==> config.mk <==
export PLATFORM = sky130hd
export DESIGN_NAME = eth_rx_frame_writer
export DESIGN_NICKNAME = d
export VERILOG_FILES = /design/src/rtl/eth_rx_frame_writer_pkg.sv /design/src/rtl/eth_rx_frame_writer_crc32.sv /design/src/rtl/eth_rx_frame_writer.sv
export SDC_FILE = /design/constraint.sdc
export NUM_CORES = 1
export LEC_CHECK = 0
export CAP_MARGIN = 10
export CORE_MARGIN = 5
export CORE_UTILIZATION = 55
export CTS_BUF_LIST = sky130_fd_sc_hd__clkbuf_8 sky130_fd_sc_hd__clkbuf_16
export DETAILED_ROUTE_END_ITERATION = 6
export GPL_TIMING_DRIVEN = 0
export PLACE_DENSITY_LB_ADDON = 0.3
export SETUP_SLACK_MARGIN = 0.1
export SYNTH_ARGS = -nofsm -noshare
export SYNTH_HDL_FRONTEND = slang
export SYNTH_SLANG_ARGS = --single-unit
==> constraint.sdc <==
create_clock -name clk -period 2.8 [get_ports clk]
set_input_delay 0.7 -clock clk [delete_from_list [all_inputs] [get_ports clk]]
set_output_delay 0.7 -clock clk [all_outputs]
set_load 0.02 [all_outputs]
==> src/rtl/eth_rx_frame_writer_pkg.sv <==
// Shared constants, FSM state type and byte-wise CRC-32 helper for the RMII receive frame writer.
package eth_rx_frame_writer_pkg;

    localparam int unsigned PACKET_BUFFER_SIZE = 2048;
    localparam int unsigned BYTE_LEN           = 8;

    localparam logic [7:0]  ETH_PREAMBLE_BYTE = 8'h55;
    localparam logic [7:0]  ETH_SFD_BYTE      = 8'hD5;
    localparam logic [47:0] ETH_BCAST_MAC     = 48'hFFFF_FFFF_FFFF;

    localparam logic [31:0] CRC32_POLY_REFL = 32'hEDB88320;
    localparam logic [31:0] CRC32_RESIDUE   = 32'hDEBB20E3;

    typedef enum logic [2:0] {
        ST_IDLE,
        ST_PREAMBLE,
        ST_DATA,
        ST_DROP,
        ST_COMMIT
    } rx_state_t;

    // Reflected CRC-32 step over one byte, LSB first.
    function automatic logic [31:0] crc32_byte(input logic [31:0] crc, input logic [7:0] data);
        logic [31:0] c;
        c = crc;
        for (int unsigned i = 0; i < BYTE_LEN; i++) begin
            if (c[0] ^ data[i])
                c = (c >> 1) ^ CRC32_POLY_REFL;
            else
                c = c >> 1;
        end
        return c;
    endfunction

endpackage

==> src/rtl/eth_rx_frame_writer_crc32.sv <==
// Registered CRC-32 accumulator, one byte per strobe; shared by the RX and TX paths.
module crc32_bytewise
    import eth_rx_frame_writer_pkg::*;
(
    input  logic        clk,
    input  logic        reset,
    input  logic        clear,
    input  logic        inclk,
    input  logic [7:0]  in,
    output logic [31:0] out
);

    always_ff @(posedge clk) begin
        if (reset || clear)
            out <= '1;
        else if (inclk)
            out <= crc32_byte(out, in);
    end

endmodule

==> src/rtl/eth_rx_frame_writer.sv <==
// RMII receive frame writer: preamble/SFD hunt, packet buffer writes, FCS/length check, rollback of bad frames.
// Optional destination MAC filter enabled by defining RX_MAC_FILTER_EN.
module eth_rx_frame_writer
    import eth_rx_frame_writer_pkg::*;
#(
    parameter int unsigned RAM_SIZE      = PACKET_BUFFER_SIZE,
    parameter int unsigned MIN_FRAME_LEN = 64,
    parameter int unsigned MAX_FRAME_LEN = 1518,
    parameter logic [47:0] MY_MAC        = 48'h02_00_00_00_00_01
) (
    input  logic                        clk,
    input  logic                        reset,
    input  logic                        inclk,
    input  logic [7:0]                  in,
    input  logic                        done_in,
    output logic                        write_enable,
    output logic [$clog2(RAM_SIZE)-1:0] write_addr,
    output logic [7:0]                  write_val,
    output logic                        frame_done,
    output logic                        frame_ok,
    output logic [$clog2(RAM_SIZE)-1:0] frame_start_addr,
    output logic [10:0]                 frame_len,
    output logic                        busy
);

    localparam int unsigned AW = $clog2(RAM_SIZE);
    localparam logic [10:0] MIN_LEN11 = 11'(MIN_FRAME_LEN);
    localparam logic [10:0] MAX_LEN11 = 11'(MAX_FRAME_LEN);

    rx_state_t state, state_byte, state_next;

    logic [AW-1:0] wr_ptr, wr_ptr_inc, start_ptr;
    logic [10:0]   count;
    logic          in_frame;
    logic          from_data;
    logic          take_byte;
    logic          sfd_seen;
    logic          closing;
    logic          count_full;
    logic          mac_reject;
    logic          frame_good;
    logic [31:0]   crc_val;

    crc32_bytewise u_crc (
        .clk   (clk),
        .reset (reset),
        .clear (sfd_seen),
        .inclk (take_byte),
        .in    (in),
        .out   (crc_val)
    );

`ifdef RX_MAC_FILTER_EN
    logic       ucast_match, bcast_match;
    logic       in_dest, ucast_hit, bcast_hit;
    logic [7:0] my_byte;

    // Destination bytes arrive MSB first; byte k of MY_MAC sits at bits [47-8k -: 8].
    always_comb begin
        in_dest    = (count < 11'd6);
        my_byte    = 8'(MY_MAC >> {3'd5 - count[2:0], 3'b000});
        ucast_hit  = ucast_match && (in == my_byte);
        bcast_hit  = bcast_match && (in == ETH_BCAST_MAC[7:0]);
        mac_reject = (count == 11'd5) && !ucast_hit && !bcast_hit;
    end

    always_ff @(posedge clk) begin
        if (reset || sfd_seen) begin
            ucast_match <= 1'b1;
            bcast_match <= 1'b1;
        end else if (take_byte && in_dest) begin
            ucast_match <= ucast_hit;
            bcast_match <= bcast_hit;
        end
    end
`else
    logic unused_mac;
    assign unused_mac = ^MY_MAC;
    assign mac_reject = 1'b0;
`endif

    assign count_full = (count >= MAX_LEN11);
    assign wr_ptr_inc = (wr_ptr == AW'(RAM_SIZE - 1)) ? '0 : wr_ptr + AW'(1);
    assign frame_good = from_data && (crc_val == CRC32_RESIDUE) &&
                        (count >= MIN_LEN11) && (count <= MAX_LEN11);
    assign busy       = (state != ST_IDLE);

    // The incoming byte is resolved first (state_byte); done_in then overrides to COMMIT.
    always_comb begin
        state_byte = state;
        take_byte  = 1'b0;
        sfd_seen   = 1'b0;
        case (state)
            ST_IDLE: begin
                if (inclk)
                    state_byte = (in == ETH_PREAMBLE_BYTE) ? ST_PREAMBLE : ST_DROP;
            end
            ST_PREAMBLE: begin
                if (inclk) begin
                    if (in == ETH_SFD_BYTE) begin
                        state_byte = ST_DATA;
                        sfd_seen   = 1'b1;
                    end else if (in != ETH_PREAMBLE_BYTE) begin
                        state_byte = ST_DROP;
                    end
                end
            end
            ST_DATA: begin
                if (inclk) begin
                    if (count_full) begin
                        state_byte = ST_DROP;
                    end else begin
                        take_byte = 1'b1;
                        if (mac_reject)
                            state_byte = ST_DROP;
                    end
                end
            end
            ST_COMMIT: state_byte = ST_IDLE;
            default: ;
        endcase
        closing    = done_in && (state == ST_PREAMBLE || state == ST_DATA || state == ST_DROP);
        state_next = closing ? ST_COMMIT : state_byte;
    end

    always_ff @(posedge clk) begin
        if (reset) begin
            state            <= ST_IDLE;
            wr_ptr           <= '0;
            start_ptr        <= '0;
            count            <= '0;
            in_frame         <= 1'b0;
            from_data        <= 1'b0;
            write_enable     <= 1'b0;
            write_addr       <= '0;
            write_val        <= '0;
            frame_done       <= 1'b0;
            frame_ok         <= 1'b0;
            frame_start_addr <= '0;
            frame_len        <= '0;
        end else begin
            state        <= state_next;
            write_enable <= take_byte;
            frame_done   <= 1'b0;

            if (take_byte) begin
                write_addr <= wr_ptr;
                write_val  <= in;
                wr_ptr     <= wr_ptr_inc;
            end

            // No writes happen outside DATA, so tracking wr_ptr while idle equals latching it at SFD.
            if (state == ST_IDLE)
                start_ptr <= wr_ptr;

            if (state == ST_IDLE) begin
                count    <= '0;
                in_frame <= 1'b0;
            end else if (sfd_seen) begin
                count    <= '0;
                in_frame <= 1'b1;
            end else if (inclk && in_frame && (state == ST_DATA || state == ST_DROP) &&
                         count != '1) begin
                count <= count + 11'd1;
            end

            if (closing)
                from_data <= (state_byte == ST_DATA);

            if (state == ST_COMMIT) begin
                frame_done       <= 1'b1;
                frame_ok         <= frame_good;
                frame_start_addr <= start_ptr;
                frame_len        <= count;
                if (!frame_good)
                    wr_ptr <= start_ptr;
            end
        end
    end

endmodule

==> results by group, run 1 <==
Global routing
  – Vias in the first global route: 4,696
  – Grt total ovfl: 0
  – Initial antenna violation count: 0
  – GRT Overall Usage: 0.2526
  – Pin count of the biggest net entering global routing: 17
  – First-pass GRT wire length: between 20 and 25 mm

Routing
  – Vias per cell: about 5.7
  – Final WL: around 14 mm
  – Vias: 4,681
  – Antenna Violating Nets Remaining: 0
  – Drt first pass iters: 5
  – DRC violations left: 0
  – 1st-iter DRT viols: ~410
  – Per-cell routed wire length: roughly 17 microns

Critical path
  – CP max FO: 10
  – CP Data Required Time: around 2.1 ns
  – Reg2reg setup slack: approximately 0.37 ns
  – Critical path arrival: 1.89 ns
  – Crit end category: output pin
  – Crit path launch type: register
  – Crit path kind: reg -> out

Synth
  – Count of cell types in the netlist: 52
  – Area leader, netlist: dfxtp_1
  – Synth top area share: 0.4315
  – Sequential area share after synthesis: 0.4315
  – Synth Area per Inst: 8.699 sq um
  – Syn Nets: 623
  – Synth Instances: approximately 610
  – Synth top cells by count: nand2_1 (150), dfxtp_1 (114), a21oi_1 (60)
  – Largest cells by area after synthesis: dfxtp_1 (43%), nand2_1 (11%), xnor2_1 (8.6%)
  – Synth Warn #: 0
  – Top-count cell post-synth: nand2_1
  – Register bit total from synthesis: roughly 110
  – Most used DFF post-synth: dfxtp_1
  – Post-synth ARST share: 0
  – EDFF count, synth: 0
  – Synthesized area: between 5000 and 6000 sq um

Timing
  – Rel. slew slack: 0.4585
  – Max-slew violation count: 0
  – WHS: ~0.45 ns
  – Peak Freq: between 300 and 400 MHz
  – Hold Vio Cnt, Final: 0
  – Final setup vio count: 0
  – Period utilization: 0.9260
  – Worst-Margin Slew: 0.8064 ns
  – Setup TNS: 0 ns
  – Crit path time final: between 2 and 3 ns
  – RSZ-0062 raised after global routing: yes
  – Final Skew: between 0.009 and 0.01 ns

Run status
  – Outcome: completed

Die
  – Core area: between 9000 and 10,000 sq um
  – Die height: approximately 110 microns
  – Die W: 108.1 microns
  – Initial Util: 0.5670
  – Site row count: 35
  – DIE AREA: 11,680 sq um
  – Ports: between 50 and 60

Final layout
  – Area of the multi-input gates: about 2900 sq um
  – Fraction of layout cells with a size suffix above 1: 0.07914
  – FILL cells: 719
  – Reg area: around 2300 sq um
  – Final Cell Area: between 6000 and 7000 sq um
  – Nets: roughly 700
  – ANT cells: 0
  – Area grow syn2layout: 24.56%

Min path
  – HP Class: reg -> reg

Power
  – Worst vdd ir: 457.9 uV
  – Leakage: between 2 and 2.5 nW
  – Design Power: around 4.6 mW
  – Pwr/cell area: between 700 and 800 nW/um^2

CTS
  – Htree depth: 4
  – Worst-case clock buffer depth: 2
  – Post-CTS Setup Bufs: 0
  – CTS buffer count: 17
  – Clock latency on the worst-skew pair: roughly 0.53 ns
  – Clock Sinks: around 110
  – Root cell of the clock tree: clkbuf_8
  – Hold_buf cts: 0
  – Clock-pin transition on the worst setup and hold timing paths: about 0.060 ns
  – CTS tree: done

Place
  – Placement Cell Area: approximately 6000 sq um
  – DP HPWL: a little under 10 mm
  – Port buffer count: 55
  – Final GP Congestion: between 0.9 and 1

Job
  – Total of max-cap violations: 0
-- sequential cells by signal, summed over array words and instances, names as in the netlist, 3 cells and up --
| name | cells |
|---|---|
| u_crc.out | 32 |
| count | 11 |
| frame_len | 11 |
| frame_start_addr | 11 |
| start_ptr | 11 |
| wr_ptr | 11 |
| write_addr | 11 |
| write_val | 8 |
| state | 3 |
-- layer usage --
metal / track usage / vias to the layer above / wire length (microns)
li1: - / 2204 / -
met1: 0.3232 / 2226 / 6037
met2: 0.4121 / 206 / 6715
met3: 0.06866 / 45 / 1023
met4: 0.08747 / 0 / 350
met5: 0 / - / 0
-- worst paths after layout --
check,startpoint,to,depth (start not counted)
hold reg to reg,write_addr[4]$_SDFFE_PP0N_,write_addr[4]$_SDFFE_PP0N_,2
setup / recovery,state[1]$_SDFF_PP0_,busy,4
hold / removal,write_addr[4]$_SDFFE_PP0N_,write_addr[4]$_SDFFE_PP0N_,2
setup reg to reg,count[2]$_SDFFE_PP0P_,u_crc.out[4]$_SDFFE_PP1N_,6
-- cell usage in the layout (no fill, tap or decap), types with 16 or more instances in the layout --
| cell type | count |
|---|---|
| dfxtp_1 | 114 |
| clkdlybuf4s50_1 | 54 |
| xor2_1 | 28 |
| o211ai_1 | 28 |
| clkbuf_1 | 25 |
| nor2_1 | 32 |
| nand2_1 | 150 |
| xnor2_1 | 51 |
| a21oi_1 | 60 |
| clkbuf_16 | 16 |
-- timing repair --
action,CTS,global route
pin swaps,0,0
gates resized for setup,2,3
setup endpoints to repair,1,31
-- stage by stage --
stage	utilization	worst slack, ns	instances
4_1_cts	0.7041	0.1266	824
3_5_place_dp	0.6433	-0.3081	792
3_3_place_gp	0.6433	-0.2804	792
5_1_grt	0.7062	0.08560	824
2_1_floorplan	-	0.5407	608
6_report	0.7062	0.2071	824
-- final cells by class --
type / instances / area share
multi-input combinational: 450 / 0.4332
inverter: 9 / 0.005128
timing repair buffer: 55 / 0.08338
buffer: 35 / 0.02127
sequential: 114 / 0.3464
clock buffer: 19 / 0.06705
tap: 129 / 0.02450
clock inverter: 13 / 0.01899
-- cell families (layout without fill, tap and decap cells) --
logic type | count (synthesis) | after routing | synth area share
AO/OA/AOI/OAI | 110 | 110 | 0.1313
XOR/XNOR | 91 | 91 | 0.1826
adder cells (fa/ha/maj) | 3 | 3 | 0.007098
buffers and inverters | 44 | 131 | 0.03265
flip-flops | 114 | 114 | 0.4315
multiplexers | 5 | 5 | 0.009463
AND/OR/NAND/NOR | 241 | 241 | 0.2053
-- where the power goes --
group	switching, mW	internal [mW]
Clock	0.825	1.24
Sequential	0.0614	1.68
Combinational	0.485	0.368
-- worst max-delay path, stage by stage (launching register included) --
cell and delay (ns):
dfxtp_1 0.37, nor3_2 0.26, inv_1 0.14, clkbuf_2 0.23, dlygate4sd2_1 0.37
No activity file was read; power rests on OpenSTA's default activity.
==> run 2: changes to the inputs <==
TNS_END_PERCENT = 50   (was not set)
==> run 2 against run 1 <==
Net effect:
- utilization decreased by 0.080 points
- via count is 0.15% lower
- wire length is 0.50% lower
- hold slack about the same
- first-iteration DRC count down 5.2%
- non-clock buffer count is the same
- clock-buffer cell count unchanged
- largest cell class unchanged
- register-to-register slack is essentially flat
==> results by group, run 2 (synthesis gave the netlist of run 1 again) <==
Run status
  – Outcome: completed

Critical path
  – Critical Path Source: in[2]
  – FF-to-FF End: u_crc.out[5]$_SDFFE_PP1N_
  – Crit path launch type: primary input
  – R2R cell count: 6
  – Worst setup path endpoint: u_crc.out[25]$_SDFFE_PP1N_
  – Crit end category: register
  – CP Data Required Time: around 3.2 ns
  – CP max FO: 6
  – Reg2reg setup slack: 0.37 ns
  – R2R Path Start: count[2]$_SDFFE_PP0P_
  – Critical path arrival: 3.00 ns
  – Crit path kind: in -> reg

Routing
  – 1st-iter DRT viols: ~380
  – Antenna Violating Nets Remaining: 0
  – DRC violations left: 0
  – Per-cell routed wire length: roughly 17 microns
  – Vias: roughly 4.7k
  – Vias per cell: about 5.7
  – Final WL: 14.06 mm
  – Drt first pass iters: 5

Global routing
  – Initial antenna violation count: 0
  – First-pass GRT wire length: between 20 and 25 mm
  – Grt total ovfl: 0
  – Pin count of the biggest net entering global routing: 17
  – GRT Overall Usage: 0.2526
  – Vias in the first global route: roughly 4.7k

Die
  – DIE AREA: ~12,000 sq um
  – Die W: around 110 microns
  – Site row count: 35
  – Initial Util: 0.5670
  – Ports: 57
  – Die height: between 100 and 150 microns
  – Core area: 9328 sq um

Place
  – Final GP Congestion: around 0.90
  – Port buffer count: 55
  – DP HPWL: a little under 10 mm
  – Post-placement cell count: ~800

CTS
  – Htree depth: 4
  – Clock latency on the worst-skew pair: approximately 0.52 ns
  – Clock-pin transition on the worst setup and hold timing paths: roughly 0.06 ns
  – Hold_buf cts: 0
  – CTS buffer count: 17
  – Worst-case clock buffer depth: 2
  – CTS tree: done
  – Root cell of the clock tree: clkbuf_8
  – Clock Sinks: 114

Final layout
  – Finished Layout Cells: 824
  – ANT cells: 0
  – Area grow syn2layout: 24.41%
  – Fraction of layout cells with a size suffix above 1: 0.07770
  – Most common cell after layout, fill and taps aside: nand2_1
  – Most frequent cells in the layout: nand2_1 (150), dfxtp_1 (114), a21oi_1 (60)
  – Nets: roughly 700
  – Top reg by flops: u_crc.out
  – Max FFs per register: 32
  – Core Util, Final: 0.7054

Timing
  – Final Skew: ~0.01 ns
  – Worst-Margin Slew: between 0.9 and 1 ns
  – Final setup vio count: 0
  – Period utilization: 0.9383
  – Rel. slew slack: 0.3729
  – RSZ-0062 raised after global routing: yes
  – Max-slew violation count: 0
  – Setup TNS: 0 ns
  – Peak Freq: 380.6 MHz
  – Hold Vio Cnt, Final: 0
  – Crit path time final: around 2.6 ns

Job
  – Total of max-cap violations: 0

Power
  – Worst vdd ir: between 400 and 500 uV
  – Pwr/cell area: ~710 nW/um^2
  – Leakage: 2.377 nW
  – Design Power: about 4.6 mW

Min path
  – HP Class: reg -> reg
run 2: how the worst min path moves through the flow:
stage,start,endpoint,slack (ns),depth (start not counted)
finish,write_addr[4]$_SDFFE_PP0N_,write_addr[4]$_SDFFE_PP0N_,0.45,2
floorplan,start_ptr[10]$_SDFFE_PP0P_,frame_start_addr[10]$_SDFFE_PP0P_,0.44,2
global route,frame_len[9]$_SDFFE_PP0P_,frame_len[9]$_SDFFE_PP0P_,0.48,2
CTS,write_addr[4]$_SDFFE_PP0N_,write_addr[4]$_SDFFE_PP0N_,0.46,2
global placement,frame_start_addr[7]$_SDFFE_PP0P_,frame_start_addr[7]$_SDFFE_PP0P_,0.44,2
detailed placement,frame_len[2]$_SDFFE_PP0P_,frame_len[2]$_SDFFE_PP0P_,0.45,2
run 2: repair_timing:
item,4_1_cts,5_1_grt
resized for setup,2,2
setup endpoints to repair,1,31
endpoints found under the hold margin,0,0
setup buffers,0,0
run 2: worst max-delay path, cell delays in order:
cell             delay (ns)
clkdlybuf4s50_1        0.47
xnor2_1                0.78
xnor2_1                0.47
xnor2_1                0.31
xnor2_1                0.16
o211ai_1               0.10
run 2: layout make-up:
cell class | instances | area (sq um)
buffer | 35 | 140.1
clock buffer | 19 | 441.7
clock inverter | 13 | 125.1
fill | 721 | 2748
inverter | 9 | 33.78
multi-input combinational | 450 | 2846
sequential | 114 | 2282
tap | 129 | 161.4
timing repair buffer | 55 | 549.3
run 2: routing by layer:
metal	track usage	up-vias	wire (microns)
met5	0	-	0
met4	0.08747	0	295
met3	0.06866	41	901
met2	0.4121	190	6747
met1	0.3232	2234	6111
li1	-	2209	-
run 2: power breakdown:
group | internal, mW | leakage [nW] | switching (mW)
clock network | 1.24 | 0.276 | 0.818
logic | 0.367 | 1.18 | 0.486
registers | 1.68 | 0.924 | 0.0612
run 2: through the flow:
| step | area (sq um) | hold WS (ns) | setup slack, ns |
|---|---|---|---|
| global route | 6580 | 0.4761 | 0.07229 |
| finish | 6580 | 0.4512 | 0.1727 |
| CTS | 6568 | 0.4553 | 0.1266 |
| detailed placement | 6001 | 0.4480 | -0.3081 |
| floorplan | 5289 | 0.4448 | 0.5407 |
| global placement | 6001 | 0.4443 | -0.2804 |
==> run 3: changes to the inputs <==
SETUP_SLACK_MARGIN = not set   (was 0.1)
==> results of run 3 <==
Same layout as run 2 (identical final DEF). Status: completed.
